`src/rtl/cmd_proc_if.sv`:
```
// rtl/cmd_proc_if.sv - command processor bus: receiver, motion and transmitter handshakes
interface cmd_proc_if;
    logic [15:0] cmd;
    logic        cmd_rdy;
    logic        clr_cmd_rdy;
    logic [11:0] speed;
    logic        move_go;
    logic [11:0] move_dist;
    logic        move_done;
    logic        trmt;
    logic [7:0]  tx_data;
    logic        tx_done;
    logic        busy;
    logic        err;

    modport master (
        input  cmd, cmd_rdy, move_done, tx_done,
        output clr_cmd_rdy, speed, move_go, move_dist, trmt, tx_data, busy, err
    );

    modport slave (
        output cmd, cmd_rdy, move_done, tx_done,
        input  clr_cmd_rdy, speed, move_go, move_dist, trmt, tx_data, busy, err
    );
endinterface

```
`src/rtl/cmd_proc.sv`:
```
// rtl/cmd_proc.sv - executes {opcode,data} commands and returns a one-byte response
module cmd_proc #(
    parameter int          MOVE_TIMEOUT = 1_000_000,
    parameter logic [7:0]  ACK_BYTE     = 8'hA5,
    parameter logic [7:0]  NAK_BYTE     = 8'h5A,
    parameter logic [7:0]  TMO_BYTE     = 8'hEE
) (
    input  logic          clk,
    input  logic          rst,
    cmd_proc_if.master    bus
);

    localparam int TW = (MOVE_TIMEOUT > 1) ? $clog2(MOVE_TIMEOUT) : 1;
    localparam logic [TW-1:0] TIMER_LAST = TW'(MOVE_TIMEOUT - 1);

    localparam logic [3:0] OP_NOP       = 4'h0;
    localparam logic [3:0] OP_SET_SPEED = 4'h1;
    localparam logic [3:0] OP_MOVE      = 4'h2;
    localparam logic [3:0] OP_RD_SPEED  = 4'h3;

    typedef enum logic [2:0] {
        ARM,
        WAIT_CMD,
        DECODE,
        MOVING,
        SEND,
        WAIT_TX
    } state_t;

    state_t        state_q, state_d;
    logic [15:0]   cmd_q, cmd_d;
    logic [11:0]   speed_q, speed_d;
    logic [11:0]   move_dist_q, move_dist_d;
    logic [7:0]    tx_data_q, tx_data_d;
    logic          err_q, err_d;
    logic          move_go_q, move_go_d;
    logic          trmt_q, trmt_d;
    logic [TW-1:0] timer_q, timer_d;

    logic [3:0]    opcode;
    logic [11:0]   data;

    assign opcode = cmd_q[15:12];
    assign data   = cmd_q[11:0];

    // trmt and move_go are computed one cycle early so they are registered pulses
    // aligned with the first cycle of SEND and MOVING respectively.
    always_comb begin
        state_d     = state_q;
        cmd_d       = cmd_q;
        speed_d     = speed_q;
        move_dist_d = move_dist_q;
        tx_data_d   = tx_data_q;
        err_d       = err_q;
        timer_d     = timer_q;
        move_go_d   = 1'b0;
        trmt_d      = 1'b0;

        case (state_q)
            ARM: begin
                state_d = WAIT_CMD;
            end

            WAIT_CMD: begin
                if (bus.cmd_rdy) begin
                    cmd_d   = bus.cmd;
                    state_d = DECODE;
                end
            end

            DECODE: begin
                case (opcode)
                    OP_NOP: begin
                        err_d     = 1'b0;
                        tx_data_d = ACK_BYTE;
                        trmt_d    = 1'b1;
                        state_d   = SEND;
                    end
                    OP_SET_SPEED: begin
                        speed_d   = data;
                        tx_data_d = ACK_BYTE;
                        trmt_d    = 1'b1;
                        state_d   = SEND;
                    end
                    OP_MOVE: begin
                        if (data == 12'd0) begin
                            tx_data_d = NAK_BYTE;
                            trmt_d    = 1'b1;
                            state_d   = SEND;
                        end else begin
                            move_dist_d = data;
                            timer_d     = '0;
                            move_go_d   = 1'b1;
                            state_d     = MOVING;
                        end
                    end
                    OP_RD_SPEED: begin
                        tx_data_d = speed_q[11:4];
                        trmt_d    = 1'b1;
                        state_d   = SEND;
                    end
                    default: begin
                        err_d     = 1'b1;
                        tx_data_d = NAK_BYTE;
                        trmt_d    = 1'b1;
                        state_d   = SEND;
                    end
                endcase
            end

            MOVING: begin
                // completion takes priority over a timeout landing in the same cycle
                if (bus.move_done) begin
                    tx_data_d = ACK_BYTE;
                    trmt_d    = 1'b1;
                    state_d   = SEND;
                end else if (timer_q == TIMER_LAST) begin
                    tx_data_d = TMO_BYTE;
                    err_d     = 1'b1;
                    trmt_d    = 1'b1;
                    state_d   = SEND;
                end else begin
                    timer_d = timer_q + TW'(1);
                end
            end

            SEND: begin
                state_d = WAIT_TX;
            end

            WAIT_TX: begin
                if (bus.tx_done) begin
                    state_d = ARM;
                end
            end

            default: begin
                state_d = ARM;
            end
        endcase
    end

    always_ff @(posedge clk or posedge rst) begin
        if (rst) begin
            state_q     <= ARM;
            cmd_q       <= '0;
            speed_q     <= '0;
            move_dist_q <= '0;
            tx_data_q   <= '0;
            err_q       <= 1'b0;
            move_go_q   <= 1'b0;
            trmt_q      <= 1'b0;
            timer_q     <= '0;
        end else begin
            state_q     <= state_d;
            cmd_q       <= cmd_d;
            speed_q     <= speed_d;
            move_dist_q <= move_dist_d;
            tx_data_q   <= tx_data_d;
            err_q       <= err_d;
            move_go_q   <= move_go_d;
            trmt_q      <= trmt_d;
            timer_q     <= timer_d;
        end
    end

    // held in ARM during reset, so mask the re-arm pulse until reset is released
    assign bus.clr_cmd_rdy = (state_q == ARM) && !rst;
    assign bus.busy        = (state_q != WAIT_CMD);
    assign bus.speed       = speed_q;
    assign bus.move_go     = move_go_q;
    assign bus.move_dist   = move_dist_q;
    assign bus.trmt        = trmt_q;
    assign bus.tx_data     = tx_data_q;
    assign bus.err         = err_q;

endmodule

```
`src/flat_wrapper.sv`:
```
// flat-port wrapper written by rule: the top's interface ports become plain ports
module cmd_proc_flat 
#(
    parameter int          MOVE_TIMEOUT = 1_000_000,
    parameter logic [7:0]  ACK_BYTE     = 8'hA5,
    parameter logic [7:0]  NAK_BYTE     = 8'h5A,
    parameter logic [7:0]  TMO_BYTE     = 8'hEE
)
  (clk, rst, bus_cmd, bus_cmd_rdy, bus_move_done, bus_tx_done, bus_clr_cmd_rdy, bus_speed, bus_move_go, bus_move_dist, bus_trmt, bus_tx_data, bus_busy, bus_err);
  cmd_proc_if bus_i ();
  input  logic clk;
  input  logic rst;
  input wire logic [$bits(bus_i.cmd)-1:0] bus_cmd;
  input wire logic [$bits(bus_i.cmd_rdy)-1:0] bus_cmd_rdy;
  input wire logic [$bits(bus_i.move_done)-1:0] bus_move_done;
  input wire logic [$bits(bus_i.tx_done)-1:0] bus_tx_done;
  output wire logic [$bits(bus_i.clr_cmd_rdy)-1:0] bus_clr_cmd_rdy;
  output wire logic [$bits(bus_i.speed)-1:0] bus_speed;
  output wire logic [$bits(bus_i.move_go)-1:0] bus_move_go;
  output wire logic [$bits(bus_i.move_dist)-1:0] bus_move_dist;
  output wire logic [$bits(bus_i.trmt)-1:0] bus_trmt;
  output wire logic [$bits(bus_i.tx_data)-1:0] bus_tx_data;
  output wire logic [$bits(bus_i.busy)-1:0] bus_busy;
  output wire logic [$bits(bus_i.err)-1:0] bus_err;
  assign bus_i.cmd = bus_cmd;
  assign bus_i.cmd_rdy = bus_cmd_rdy;
  assign bus_i.move_done = bus_move_done;
  assign bus_i.tx_done = bus_tx_done;
  assign bus_clr_cmd_rdy = bus_i.clr_cmd_rdy;
  assign bus_speed = bus_i.speed;
  assign bus_move_go = bus_i.move_go;
  assign bus_move_dist = bus_i.move_dist;
  assign bus_trmt = bus_i.trmt;
  assign bus_tx_data = bus_i.tx_data;
  assign bus_busy = bus_i.busy;
  assign bus_err = bus_i.err;
  cmd_proc #(.MOVE_TIMEOUT(MOVE_TIMEOUT), .ACK_BYTE(ACK_BYTE), .NAK_BYTE(NAK_BYTE), .TMO_BYTE(TMO_BYTE)) u_core (.clk(clk), .rst(rst), .bus(bus_i));
endmodule
```
`config.mk`:
```
export PLATFORM = sky130hd
export DESIGN_NAME = cmd_proc_flat
export DESIGN_NICKNAME = d
export VERILOG_FILES = /design/src/rtl/cmd_proc_if.sv /design/src/rtl/cmd_proc.sv /design/src/flat_wrapper.sv
export SDC_FILE = /design/constraint.sdc
export NUM_CORES = 1
export LEC_CHECK = 0
export ABC_AREA = 1
export CORE_MARGIN = 4
export CORE_UTILIZATION = 58
export DETAILED_ROUTE_END_ITERATION = 6
export GPL_ROUTABILITY_DRIVEN = 0
export GPL_TIMING_DRIVEN = 0
export MAX_ROUTING_LAYER = met4
export PLACE_DENSITY = 0.85
export RECOVER_POWER = 50
export SLEW_MARGIN = 20
export SYNTH_ARGS = -nofsm -noshare
export SYNTH_HDL_FRONTEND = slang
export SYNTH_SLANG_ARGS = --single-unit
```
`constraint.sdc`:
```
create_clock -name clk -period 6 [get_ports clk]
set_clock_uncertainty 0.15 [all_clocks]
set_input_delay 0.6 -clock clk [delete_from_list [all_inputs] [get_ports clk]]
set_output_delay 0.6 -clock clk [all_outputs]
set_load 0.005 [all_outputs]
```
## After elaboration in Yosys (flattened, before gate mapping)

Cells that the tools add are included.

| word-level totals | value |
|---|---|
| word-level logic and storage cells | 75 |
| output and inout port bits | 37 |
| flip-flop bits (word level) | 74 |
| bits of input ports | 21 |

| cells by class | value |
|---|---|
| muxes and demuxes | 29 |
| reduce and logical (&&, ||, !) cells | 15 |
| bitwise operators | 1 |
| add/sub/neg operators | 1 |
| equality and inequality tests | 20 |

Operator list:

| operator | count |
|---|---|
| 20-bit two-way mux | 4 |
| 20-bit one-hot mux with 2 select lines | 1 |
| 8-bit two-way mux | 3 |
| 8-bit one-hot mux with 3 select lines | 1 |
| 20-bit by 1-bit adder with 20-bit output, second input constant | 1 |
| 20-bit == test, second input constant | 1 |
| 3-bit two-way mux | 6 |
| 3-bit one-hot mux with 6 select lines | 1 |
| 8-bit one-hot mux with 2 select lines | 1 |
| 12-bit logical NOT | 1 |
| 2-bit != test, second input constant | 6 |
| 1-bit two-way mux | 9 |
| 3-bit AND reduction | 3 |
| 4-bit by 2-bit == test with 1-bit output, second input constant | 2 |
| 3-bit by 2-bit == test with 1-bit output, second input constant | 2 |
| 3-bit == test, second input constant | 2 |
| 3-bit by 2-bit != test with 1-bit output, second input constant | 2 |
| 1-bit one-hot mux with 2 select lines | 3 |
| 5-bit AND reduction | 1 |
| 4-bit by 1-bit == test with 1-bit output, second input constant | 1 |
| 4-bit logical NOT | 1 |
| 2-bit by 1-bit != test with 1-bit output, second input constant | 2 |
| 2-bit AND reduction | 2 |
| 4-bit AND reduction | 1 |
| other kinds (9) | 9 |

## Depth between registers and ports, before layout

| depth | value |
|---|---|
| depth in word-level cells | 4 |
| gate-level depth with buffers | 11 |
| gate-level depth less buffers | 10 |

## Least setup slack after synthesis

No wires, ideal clock.

| path | value |
|---|---|
| kind | flip-flop to flip-flop |
| start point | register u_core.timer_q[0] |
| end point | register u_core.timer_q[2] |
| arrival time | 1,406 ps |
| buffers on the path | 1 |
| clock period less this slack | 1,630 ps |
| data required time | 5,776 ps |
| setup time | 74 ps |
| cell stages (with the launch flop) | 11 |
| slack | 4,370 ps |
| path through | dfrtp_1 ha_1 nand3_2 nor2_1 nand3_2 nand2_4 nand2_4 inv_6 buf_12 nand2_2 o21ai_2 |

| between the ends | value |
|---|---|
| cells in the longest elaborated chain, start to end | 4 |
| elaborated cells on any way between the ends | 7 |
| classes of those cells | add/sub: 1; eq/ne: 2; mux: 3; reduce/logical: 1 |

Ends and longest elaborated chain:

| element | line | source |
|---|---|---|
| start, declared | cmd_proc.sv:38 | `logic [TW-1:0] timer_q, timer_d;` |
| start signal, assigned | cmd_proc.sv:163 | `timer_q <= timer_d;` |
| 20-bit by 1-bit adder with 20-bit output | cmd_proc.sv:123 | `timer_d = timer_q + TW'(1);` |
| 20-bit two-way mux | cmd_proc.sv:117 | `end else if (timer_q == TIMER_LAST) begin` |
| 20-bit two-way mux | cmd_proc.sv:113 | `if (bus.move_done) begin` |
| 20-bit one-hot mux with 2 select lines | cmd_proc.sv:59 | `case (state_q)` |

Several ways; a longest one is shown, not always the timed one. The select of a mux whose other input is x is not followed.
A chain may end at the register's enable or synchronous reset.

## Final worst setup path

| path | value |
|---|---|
| start point | input rst |
| end point | output bus_clr_cmd_rdy |

| between the ends | value |
|---|---|
| cells in the longest elaborated chain, start to end | 2 |

Ends and longest elaborated chain:

| element | line | source |
|---|---|---|
| start, declared | flat_wrapper.sv:12 | `input logic rst;` |
| 1-bit logical NOT (no line) | -- |  |
| 1-bit logical AND | cmd_proc.sv:168 | `assign bus.clr_cmd_rdy = (state_q == ARM) && !rst;` |
| end, declared | flat_wrapper.sv:17 | `output wire logic [$bits(bus_i.clr_cmd_rdy)-1:0] bus_clr_cmd_rdy;` |

No other way between the ends.

==> metrics.csv <==
stage;metric;value;unit
logic_synthesis;Netlist cell types;34;
routing;wire length per cell;15.0;um
global_route;largest net degree at the start of global routing;61;
sta;RSZ-0062 raised after global routing;false;
logic_synthesis;Synth area leader;dfrtp_1;
clocking;cts hold-fix bufs;0;
critical_path;Worst R2R Path Depth;8;
floorplan;Core Region;0.00603;mm^2
power_and_ir_drop;total chip power;0.00199;W
floorplan;FP Rows;28;
routing;drt drc;0;
clocking;Clock Latency Late Sink;370;ps
power_and_ir_drop;Gate power share;0.390;
routing;vias;3294;
global_route;first-pass GRT wire length;14.7;mm
global_route;total grt overflow;0;
global_route;GRT Total Usage;0.254;
floorplan;top-level I/O count;58;
placement;I/O Buffers;57;
critical_path;Critical Path End Type;output port;
sta;Slew @ Worst Pin;795;ps
floorplan;Initial Util;0.610;
routing;via/cell ratio;5.57;
clocking;CTS sink cnt;74;
logic_synthesis;Post-synth ARST share;1.00;
placement;hpwl dp;6.48;mm
routing;Iteration-0 DRC Markers;233;
power_and_ir_drop;worst vdd ir;0.000271;V
critical_path;Critical Path RT;5250;ps
critical_path;crit path max fanout;2;
power_and_ir_drop;clock power share;0.197;
logic_synthesis;Post-synth top flop;dfrtp_1;
critical_path;WS Path Type;input port to output port;
logic_synthesis;post-synth top area share;0.504;
floorplan;chip height;87.6;um
finish;most common cell after layout, fill and taps aside;nand2_1;
logic_synthesis;post-synthesis register bit count;74;
global_route;antenna violations before repair;0;
outcome;outcome;finished clean;
routing;final WL;8.84;mm
sta;setup violators final;0;
logic_synthesis;Mapped Avg Cell Area;8.31;um^2
finish;Area Growth Syn to Fin;23.8;%
logic_synthesis;Cell Area, Synth;0.00367;mm^2
floorplan;DIE AREA;0.00767;mm^2
sta;minimum clock period;2620;ps
clocking;clock root cell;clkbuf_8;
sta;Hold Violations, Final;0;
sta;max frequency;382;MHz
power_and_ir_drop;sequential share of power;0.412;
sta;setup TNS;0;ps
finish;most frequent cells in the layout;nand2_1 (105), dfrtp_1 (74), clkdlybuf4s50_1 (56);
power_and_ir_drop;P_int;0.00126;W
hold_path;hold path cells;2;
hold_path;Worst Hold Class;flop to flop;
logic_synthesis;Seq/Total Area, Yosys;0.504;
logic_synthesis;post-synthesis cell count;442;
logic_synthesis;Mapped Nets;464;
logic_synthesis;Post-synth EDFFs;0;
placement;placed inst area;0.00437;mm^2
global_route;vias in the first global route;3173;
routing;Detail Route Antenna Nets;0;
critical_path;Startpoint Class;input port;
clocking;CTS tree;yes;
finish;antenna diode count;0;
power_and_ir_drop;Psw;0.000731;W
clocking;Worst-path clk slew;80;ps
sta;fin crit share;0.436;
finish;final net count;533;
job;max cap viols;0;
power_and_ir_drop;Lkg Pwr;2.08;nW
power_and_ir_drop;sw frac;0.367;
routing;Pre-antenna DRT Iters;4;
sta;Slew Viols, Final;0;
logic_synthesis;main area contributors after synthesis;dfrtp_1 (50%), nand2_1 (11%), o21ai_0 (5.4%);
clocking;Num CTS Buffers;9;
floorplan;die width;87.6;um
clocking;clock buffer depth;2;
clocking;post_cts resized;0;
finish;Post-Route Utilization;0.755;
clocking;H-tree depth;3;
critical_path;Arr. time, crit path;1870;ps
clocking;post-CTS setup buffer count;0;
finish;share of layout cells above drive strength 1;0.101;
sta;Rel. slew slack;0.467;
power_and_ir_drop;power density cells;437;mW/mm^2
logic_synthesis;Synth warnings;0;
finish;final instance area;0.00455;mm^2
==> worst paths after layout <==
path                       slack (ps)                           endpoint                             from
min                               350    u_core.bus.speed[2]$_DFFE_PP0P_  u_core.bus.speed[2]$_DFFE_PP0P_
max reg2reg                      3880        u_core.cmd_q[1]$_DFFE_PP0P_    u_core.state_q[0]$_DFFE_PP0P_
min in group asynchronous         670      u_core.timer_q[5]$_DFFE_PP0P_                              rst
max                              3380                    bus_clr_cmd_rdy                              rst
min reg2reg                       350    u_core.bus.speed[2]$_DFFE_PP0P_  u_core.bus.speed[2]$_DFFE_PP0P_
max in group asynchronous        4340  u_core.bus.tx_data[4]$_DFFE_PP0P_                              rst
==> final cells by class <==
class	count	area [um^2]
Clock buffer	10	128
Fill cell	436	1480
Inverter	48	186
Tap cell	75	93.8
Multi-Input combinational cell	308	1540
Buffer	12	83.8
Clock inverter	6	67.6
Timing Repair Buffer	58	598
Sequential cell	74	1850
==> metal layers <==
layer  vias up  global-route usage  wire, um
li1       1583                   -         -
met3        19              0.0423       481
met1      1590               0.367      4230
met5         -                   -         0
met2       102               0.360      3920
met4         0              0.0976       202
==> critical path, stage by stage <==
cell and delay (ps):
dlygate4sd3_1 560, nor3_1 180, clkdlybuf4s50_1 530
==> cell families after synthesis <==
family	synth area share
buffers and inverters	0.0746
and+or+nand+nor	0.284
AOI/OAI and AO/OA	0.104
muxes	0.00613
DFF	0.504
xor gates and xnor gates	0.0238
adders and majority gates	0.00341
==> cell usage after synthesis, types with 3 or more instances <==
cell      number
inv_1         42
nand3_2        3
nor2_1        50
nand4_1       24
xor2_1        10
nand3_1       23
nand2_2        8
buf_2          4
dfrtp_1       74
nor3_1         3
o21ai_2        4
clkbuf_1       3
o21ai_0       40
o22ai_1        5
a21oi_1       16
inv_2          3
nand2_1      104
nor2_2         4
==> stage by stage <==
stage / hold WS, ps / setup WS (ps) / cells
floorplan: 318 / 3370 / 442
global placement: 322 / 2210 / 574
detailed placement: 327 / 3490 / 575
CTS: 348 / 3470 / 591
global route: 374 / 3330 / 591
finish: 348 / 3380 / 591
==> registers in the layout (all words and copies together) (netlist names) <==
signal,count
u_core.bus.err,1
u_core.bus.move_go,1
u_core.bus.tx_data,8
u_core.timer_q,20
u_core.bus.move_dist,12
u_core.bus.trmt,1
u_core.cmd_q,16
u_core.bus.speed,12
u_core.state_q,3
==> power groups by stage <==
stage	logic [W]	clock network (W)	registers [W]
floorplan	0.000415	0	0.000811
global placement	0.000750	0	0.000820
detailed placement	0.000776	0	0.000825
CTS	0.000782	0.000391	0.000817
global route	0.000862	0.000412	0.000844
finish	0.000777	0.000392	0.000821
No activity file was read; power rests on OpenSTA's default activity.
